[config.mk]
export PLATFORM = sky130hd
export DESIGN_NAME = jtdd_gfx_arb
export DESIGN_NICKNAME = d
export VERILOG_FILES = /design/src/rtl/jtdd_gfx_arb.sv
export SDC_FILE = /design/constraint.sdc
export NUM_CORES = 1
export LEC_CHECK = 0
export BUFFER_PORTS_ARGS = -buffer_cell sky130_fd_sc_hd__clkbuf_2
export CAP_MARGIN = 20
export CORE_UTILIZATION = 24
export DETAILED_ROUTE_END_ITERATION = 7
export SYNTH_ARGS = -nofsm -noshare
export SYNTH_HDL_FRONTEND = slang
export SYNTH_SLANG_ARGS = --single-unit
[constraint.sdc]
create_clock -name clk -period 4.69 [get_ports clk]
set_clock_uncertainty 0.15 [all_clocks]
set_input_delay 0 -clock clk [delete_from_list [all_inputs] [get_ports clk]]
set_output_delay 0 -clock clk [all_outputs]
set_load 0.01 [all_outputs]
[src/rtl/jtdd_gfx_arb.sv]
// jtdd_gfx_arb: round-robin arbiter sharing one SDRAM read port between the
// char, scroll and object graphics ROM requesters. Each requester has a
// one-word cache; an SDRAM read is issued only when its address misses.
module jtdd_gfx_arb #(
  parameter int            AW          = 22,
  parameter logic [AW-1:0] CHAR_OFFSET = 22'h00000,
  parameter logic [AW-1:0] SCR_OFFSET  = 22'h08000,
  parameter logic [AW-1:0] OBJ_OFFSET  = 22'h28000
) (
  input  logic          clk,
  input  logic          rst,
  // char requester (byte addressed)
  input  logic          char_cs,
  input  logic [15:0]   char_addr,
  output logic [7:0]    char_data,
  output logic          char_ok,
  // scroll requester
  input  logic          scr_cs,
  input  logic [16:0]   scr_addr,
  output logic [15:0]   scr_data,
  output logic          scr_ok,
  // object requester
  input  logic          obj_cs,
  input  logic [18:0]   obj_addr,
  output logic [15:0]   obj_data,
  output logic          obj_ok,
  // SDRAM read port
  output logic          sdram_req,
  output logic [AW-1:0] sdram_addr,
  input  logic          sdram_ack,
  input  logic          data_rdy,
  input  logic [15:0]   data_read
);

  typedef enum logic [1:0] {
    IDLE      = 2'd0,
    WAIT_ACK  = 2'd1,
    WAIT_DATA = 2'd2
  } state_t;

  typedef enum logic [1:0] {
    SLOT_CHAR = 2'd0,
    SLOT_SCR  = 2'd1,
    SLOT_OBJ  = 2'd2
  } slot_t;

  state_t        state, state_nx;
  slot_t         last;      // last slot granted, round-robin origin
  slot_t         cur;       // slot owning the transfer in flight
  slot_t         gnt_slot;
  logic          gnt_any;
  logic [AW-1:0] gnt_addr;
  logic          do_grant;
  logic          do_fill;

  // per-slot cache
  logic [14:0]   char_lat;
  logic [16:0]   scr_lat;
  logic [18:0]   obj_lat;
  logic [15:0]   char_word;
  logic [15:0]   scr_word;
  logic [15:0]   obj_word;
  logic [2:0]    valid;

  logic [14:0]   char_waddr;
  logic [2:0]    hit;
  logic [2:0]    pend;

  assign char_waddr = char_addr[15:1];

  // Cache hit detection against the live addresses
  always_comb begin
    hit[SLOT_CHAR] = valid[SLOT_CHAR] & (char_waddr == char_lat);
    hit[SLOT_SCR]  = valid[SLOT_SCR]  & (scr_addr   == scr_lat);
    hit[SLOT_OBJ]  = valid[SLOT_OBJ]  & (obj_addr   == obj_lat);
    pend           = {obj_cs, scr_cs, char_cs} & ~hit;
  end

  assign char_ok   = char_cs & hit[SLOT_CHAR];
  assign scr_ok    = scr_cs  & hit[SLOT_SCR];
  assign obj_ok    = obj_cs  & hit[SLOT_OBJ];

  // byte select follows the live address so both bytes of a word hit
  assign char_data = char_addr[0] ? char_word[15:8] : char_word[7:0];
  assign scr_data  = scr_word;
  assign obj_data  = obj_word;

  // Round-robin pick: search starts at the slot after the last grant.
  // Falling back to the last slot itself is only reached when it is the
  // sole pending one, since gnt_any gates every use of gnt_slot.
  always_comb begin
    gnt_any  = |pend;
    gnt_slot = SLOT_CHAR;
    case (last)
      SLOT_CHAR: begin
        if (pend[SLOT_SCR])       gnt_slot = SLOT_SCR;
        else if (pend[SLOT_OBJ])  gnt_slot = SLOT_OBJ;
        else                      gnt_slot = SLOT_CHAR;
      end
      SLOT_SCR: begin
        if (pend[SLOT_OBJ])       gnt_slot = SLOT_OBJ;
        else if (pend[SLOT_CHAR]) gnt_slot = SLOT_CHAR;
        else                      gnt_slot = SLOT_SCR;
      end
      default: begin
        if (pend[SLOT_CHAR])      gnt_slot = SLOT_CHAR;
        else if (pend[SLOT_SCR])  gnt_slot = SLOT_SCR;
        else                      gnt_slot = SLOT_OBJ;
      end
    endcase
  end

  // SDRAM address of the slot about to be granted
  always_comb begin
    gnt_addr = CHAR_OFFSET + AW'(char_waddr);
    case (gnt_slot)
      SLOT_SCR: gnt_addr = SCR_OFFSET + AW'(scr_addr);
      SLOT_OBJ: gnt_addr = OBJ_OFFSET + AW'(obj_addr);
      default:  gnt_addr = CHAR_OFFSET + AW'(char_waddr);
    endcase
  end

  // FSM state register
  always_ff @(posedge clk) begin
    if (rst) state <= IDLE;
    else     state <= state_nx;
  end

  // FSM next-state and transfer strobes
  always_comb begin
    state_nx = state;
    do_grant = 1'b0;
    do_fill  = 1'b0;
    case (state)
      IDLE: begin
        if (gnt_any) begin
          do_grant = 1'b1;
          state_nx = WAIT_ACK;
        end
      end
      WAIT_ACK: begin
        if (sdram_ack) state_nx = WAIT_DATA;
      end
      WAIT_DATA: begin
        if (data_rdy) begin
          do_fill  = 1'b1;
          state_nx = IDLE;
        end
      end
      default: state_nx = IDLE;
    endcase
  end

  // Request registers, round-robin pointer and per-slot cache updates
  always_ff @(posedge clk) begin
    if (rst) begin
      sdram_req  <= 1'b0;
      sdram_addr <= '0;
      last       <= SLOT_OBJ;
      cur        <= SLOT_CHAR;
      valid      <= '0;
      char_lat   <= '0;
      scr_lat    <= '0;
      obj_lat    <= '0;
      char_word  <= '0;
      scr_word   <= '0;
      obj_word   <= '0;
    end else begin
      if (do_grant) begin
        sdram_req       <= 1'b1;
        sdram_addr      <= gnt_addr;
        last            <= gnt_slot;
        cur             <= gnt_slot;
        valid[gnt_slot] <= 1'b0;
        case (gnt_slot)
          SLOT_SCR: scr_lat  <= scr_addr;
          SLOT_OBJ: obj_lat  <= obj_addr;
          default:  char_lat <= char_waddr;
        endcase
      end
      if (state == WAIT_ACK && sdram_ack) sdram_req <= 1'b0;
      // the fill lands in the slot latched at grant time even if that
      // slot's address has moved on; the stale lat_addr keeps it missing
      if (do_fill) begin
        valid[cur] <= 1'b1;
        case (cur)
          SLOT_SCR: scr_word  <= data_read;
          SLOT_OBJ: obj_word  <= data_read;
          default:  char_word <= data_read;
        endcase
      end
    end
  end

endmodule

== Yosys cells after proc, flatten, opt, wreduce, memory -nomap -nowiden ==
Index checks and enable logic that the tools add are counted.
Widths: inputs -> output; s select.
Word-level totals
  register bits: 131
  output and inout port bits: 66
Cells by class
  $add $sub $neg: 2
  $lt $le $gt $ge: 4
  equal/unequal tests: 13
  mux-type cells: 24
  bitwise gates (word level): 13
  reduce and logical (&&, ||, !) cells: 16
Operator list (count)
  $pmux 20 s2: 1
  $add 18x19->20 const A: 1
  $eq 19x19->1: 1
  $add 16x17->18 const A: 1
  $eq 17x17->1: 1
  $mux 2: 8
  $eq 15x15->1: 1
  $reduce_and 2->1: 6
  $mux 3: 3
  $eq 2x1->1 const B: 4
  $mux 8: 1
  $mux 1: 7
  $and 1x1->1: 6
  $and 3x3->3: 2
  $eq 2x2->1 const B: 3
  $lt 2x3->1 const B: 2
  $ne 2x2->1 const B: 3
  $not 3->3: 2
  $pmux 2 s3: 1
  $reduce_or 2->1: 3
  $demux 1 s2: 2
  $ge 2x1->1 const B: 2
  $logic_not 2->1: 2
  $pmux 2 s2: 1
  other kinds (5): 8

== Depth between registers and ports, before layout ==
  depth in word-level cells: 17
  mapped depth: 16

== Worst setup path before layout ==
No wires, ideal clock.
  path kind: reg-to-reg
  start point: register char_lat[6]
  end point: register char_lat[10]
  arrival time: 2907 ps
  setup slack: 1505 ps
  stages on the path, launching flop included: 16
  buffers on the path: 3
  clock period less this slack: 3185 ps
  cells stage by stage: dfxtp_1 -> xnor2_1 -> nand4_1 -> nor4_1 -> nand2b_1 -> buf_2 -> nand2_1 -> o21bai_1 -> a21oi_1 -> ha_1 -> clkbuf_1 -> nand2_1 -> a31oi_2 -> buf_4 -> mux2i_1 -> nor2_1
Between the ends
  longest elaborated chain between the ends: 11
Ends and longest elaborated chain
  start: declaration: RTL line 57  | logic [14:0] char_lat;
  start signal: assignment: RTL line 178  | default: char_lat <= char_waddr;
  $eq 15x15->1 (*): RTL line 73  | hit[SLOT_CHAR] = valid[SLOT_CHAR] & (char_waddr == char_lat);
  $and 1x1->1 (*): RTL line 73
  $not 3->3 (*): RTL line 76  | pend = {obj_cs, scr_cs, char_cs} & ~hit;
  $and 3x3->3 (*): RTL line 76
  $mux 1: RTL line 102  | else if (pend[SLOT_CHAR]) gnt_slot = SLOT_CHAR;
  $mux 2: RTL line 101  | if (pend[SLOT_OBJ]) gnt_slot = SLOT_OBJ;
  $pmux 2 s2: RTL line 94  | case (last)
  $eq 2x2->1 / $eq 2x1->1 (equally long branches): RTL line 175  | case (gnt_slot)
  $reduce_or 2->1 (no source line)
  $not 1->1 (no source line)
  $reduce_and 2->1 (no source line) (*)
Mark *: on every way between the ends. The rest lies on a longest branch, timed or not.
A chain may end at the register's enable or synchronous reset.

== Worst setup path in the final report ==
  start point: register scr_lat[8]
  end point: register obj_lat[14]
Between the ends
  longest elaborated chain between the ends: 9
Ends and longest elaborated chain
  start: declaration: RTL line 58  | logic [16:0] scr_lat;
  start signal: assignment: RTL line 176  | SLOT_SCR: scr_lat <= scr_addr;
  $eq 17x17->1 (*): RTL line 74  | hit[SLOT_SCR] = valid[SLOT_SCR] & (scr_addr == scr_lat);
  $and 1x1->1 (*): RTL line 74
  $not 3->3 (*): RTL line 76
  $and 3x3->3 (*): RTL line 76
  $mux 2: RTL line 107  | else if (pend[SLOT_SCR]) gnt_slot = SLOT_SCR;
  $mux 2: RTL line 106  | if (pend[SLOT_CHAR]) gnt_slot = SLOT_CHAR;
  $pmux 2 s2 (*): RTL line 94
  net gnt_slot[1]: RTL line 50  | slot_t gnt_slot;
  $eq 2x2->1 (*): RTL line 175
  $reduce_and 2->1 (no source line) (*)
  end signal: assignment: RTL line 177  | SLOT_OBJ: obj_lat <= obj_addr;
  end: declaration: RTL line 59  | logic [18:0] obj_lat;
The timed path passes the listed nets; every way through them passes the cells marked *.

==> qor.txt <==
f_max - 262 MHz
RePlAce Congestion - 0.836
top cell type's share of synthesized area - 44.4%
critical path depth in cells - 11
Max clock buf depth - 2
clock slew at reported path FFs - 60 ps
Remaining DRCs - 0
outcome - finished clean
top_reg_cell synth - dfxtp_1
Clock Tree Root - clkbuf_16
Syn Std Cell Area - 5770 um^2
Die Y-Extent - 157 um
Slew HR - 40.3%
CP Data Required Time - 4840 ps
setup slack, reg-to-reg - 880 ps
die area - 24700 um^2
Starting Density - 24.5%
Inserted Clock Buffers - 17
PD cells - 396 nW/um^2
# clock sinks - 128
Worst path slowest cell - ha_1
peak supply drop - 215 uV
MaxCap Viol Count - 0
initial antenna violation count - 0
Global Route Usage Sum - 14.6%
# diodes - 0
r2r startpoint - scr_lat[8]
setup_tns - 0 ps
count leader, synth - dfxtp_1
Cells after Synth - 663
Final WS setup - 875 ps
first-pass GRT wire length - 27100 um
Top Ports - 141
postcts setup bufs - 0
worst min path class - input port to flop
Netlist cell types - 39
Vias - 5164
CP Max Fanout - 20
core area - 23500 um^2
htree depth - 4
r2r endpoint - obj_lat[14]
share of post-route cells with drive strength above 1 - 22.1%
Initial DRC Count - 397
CP arrival - 3960 ps
Pleak - 3.31 nW
Area Overhead vs Synth - 40.5%
grt total ovfl - 0
CP endpoint kind - flop
Worst setup SP type - flop
Final nets - 938
CTS tree - done
CP Buf/Inv Count - 1
YS warnings - 0
Worst path max stage delay - 740 ps
vias in the first global route - 4960
Avg Inst Size Synth - 8.71 um^2
Routed WL - 17600 um
Post-synth ARST share - 0%
share of the yosys chip area belonging to registers - 44.4%
CP Cell Sequence - xor2_1, nor4_1, nand3_1, o211a_1, o32ai_1, ha_1, nand2_1, a31oi_2, buf_4, mux2i_1, nor2_1
Site Rows - 56
Power, Total - 3.22 mW
Worst-Margin Slew - 896 ps
drt wl/cell - 14.8 um
Final Max Tran Viols - 0
I/O Buffers - 138
Finish-stage setup viols - 0
capture point of the worst path - obj_lat[14]
#FFs+latches synth - 128
fin util - 34.5%
Worst R2R Path Depth - 11
largest net degree at the start of global routing - 85
CP Class - flop to flop
DR pass1 iterations - 4
Die Width - 157 um
synth top area cells - dfxtp_1 44%, mux2i_1 12%, nand2_1 7.7%, xnor2_1 5.6%, nor2_1 5.3%
Commonest cells post-synth - 128 x dfxtp_1, 119 x nand2_1, 82 x nor2_1
Yosys top cell by area - dfxtp_1
Hold Fails Final Rpt - 0
Tmin final - 3810 ps
top cell family by delay on the critical path - compound AO/OA/AOI/OAI gates
Hold Slack - 44.7 ps
number of synthesized flops with an enable pin - 0
Worst Setup SP - scr_lat[8]
dpl ws - 916 ps
RSZ-0062 raised after global routing - false
Skew-Pair Late Insertion Delay - 420 ps
Antenna Violating Nets Remaining - 0
final worst path period share - 81.3%
DP HPWL - 12300 um
Via density - 4.35
[sequential cells by signal (all words and copies together) (netlist names), 2 cells and up]
name,flops
sdram_addr,20
obj_lat,19
scr_lat,17
char_word,16
obj_data,16
scr_data,16
char_lat,15
valid,3
last,2
state,2
[cells by family after synthesis]
group | share of synthesized area (%)
flip-flops | 44.4
buffers and inverters | 3.92
multiplexers | 13.5
other | 0.0649
AND/OR/NAND/NOR | 17.1
AO/OA/AOI/OAI | 11.2
XOR/XNOR | 8.04
adder cells (fa/ha/maj) | 1.73
[placed cells by master, fill, tap and decap left out, types with 3 or more instances in the layout]
cell / Yosys / final
nand3_1: 3 / 3
inv_1: 6 / 6
mux2i_1: 69 / 69
a22oi_1: 17 / 17
bufinv_16: 0 / 6
xor2_1: 16 / 16
o21ai_0: 16 / 16
a21oi_1: 58 / 58
buf_4: 3 / 9
nand2b_1: 8 / 8
ha_1: 8 / 8
nand4_1: 9 / 9
a31oi_2: 1 / 3
clkbuf_16: 0 / 17
clkinv_2: 0 / 4
nor4_1: 5 / 5
nor2_1: 82 / 82
xnor2_1: 37 / 37
nor3_1: 4 / 4
mux2_2: 8 / 8
and2_1: 3 / 3
clkbuf_2: 0 / 137
dfxtp_1: 128 / 128
nand2_1: 119 / 119
nor2b_1: 3 / 3
dlygate4sd3_1: 0 / 70
[per-stage QoR]
stage               area (um^2)  cells
floorplan                  5780    664
global placement           6730   1084
detailed placement         6730   1084
CTS                        8110   1186
global route               8110   1187
finish                     8110   1187
[power by group]
group | switching [mW] | leakage (nW) | internal (mW) | total [mW]
clock network | 0.517 | 0.334 | 1.01 | 1.53
logic | 0.269 | 1.93 | 0.231 | 0.500
registers | 0.0397 | 1.04 | 1.15 | 1.19
[worst min path at each step]
stage                             start            to  cells after the start
after floorplan                  scr_cs        scr_ok                      2
after global placement    data_read[13]  scr_data[13]                      3
after detailed placement   data_read[5]   obj_data[5]                      3
after CTS                           rst   char_lat[0]                      2
after global routing                rst   char_lat[1]                      2
final                               rst   char_lat[1]                      2
[final cells by class]
cell class,count,area (um^2)
fill,2468,15400
multi-input combinational,486,3000
sequential,128,2560
timing repair buffer,216,1450
clock buffer,18,439
tap,319,399
clock inverter,14,235
inverter,6,22.5
[layer usage]
layer  GRT usage (%)  part of all wire (%)  vias up
met3            3.91                   6.4       22
met1            18.4                    46     2373
met5               0                     0        -
met4            5.32                   1.8        0
met2            23.7                    46      161
li1                -                     -     2608
[repair_timing]
item / 4_1_cts / 5_1_grt
hold buffers: 70 / 0
resized for setup: 0 / 0
endpoints found under the hold margin: 121 / 0
(Power assumes the default switching activity.)
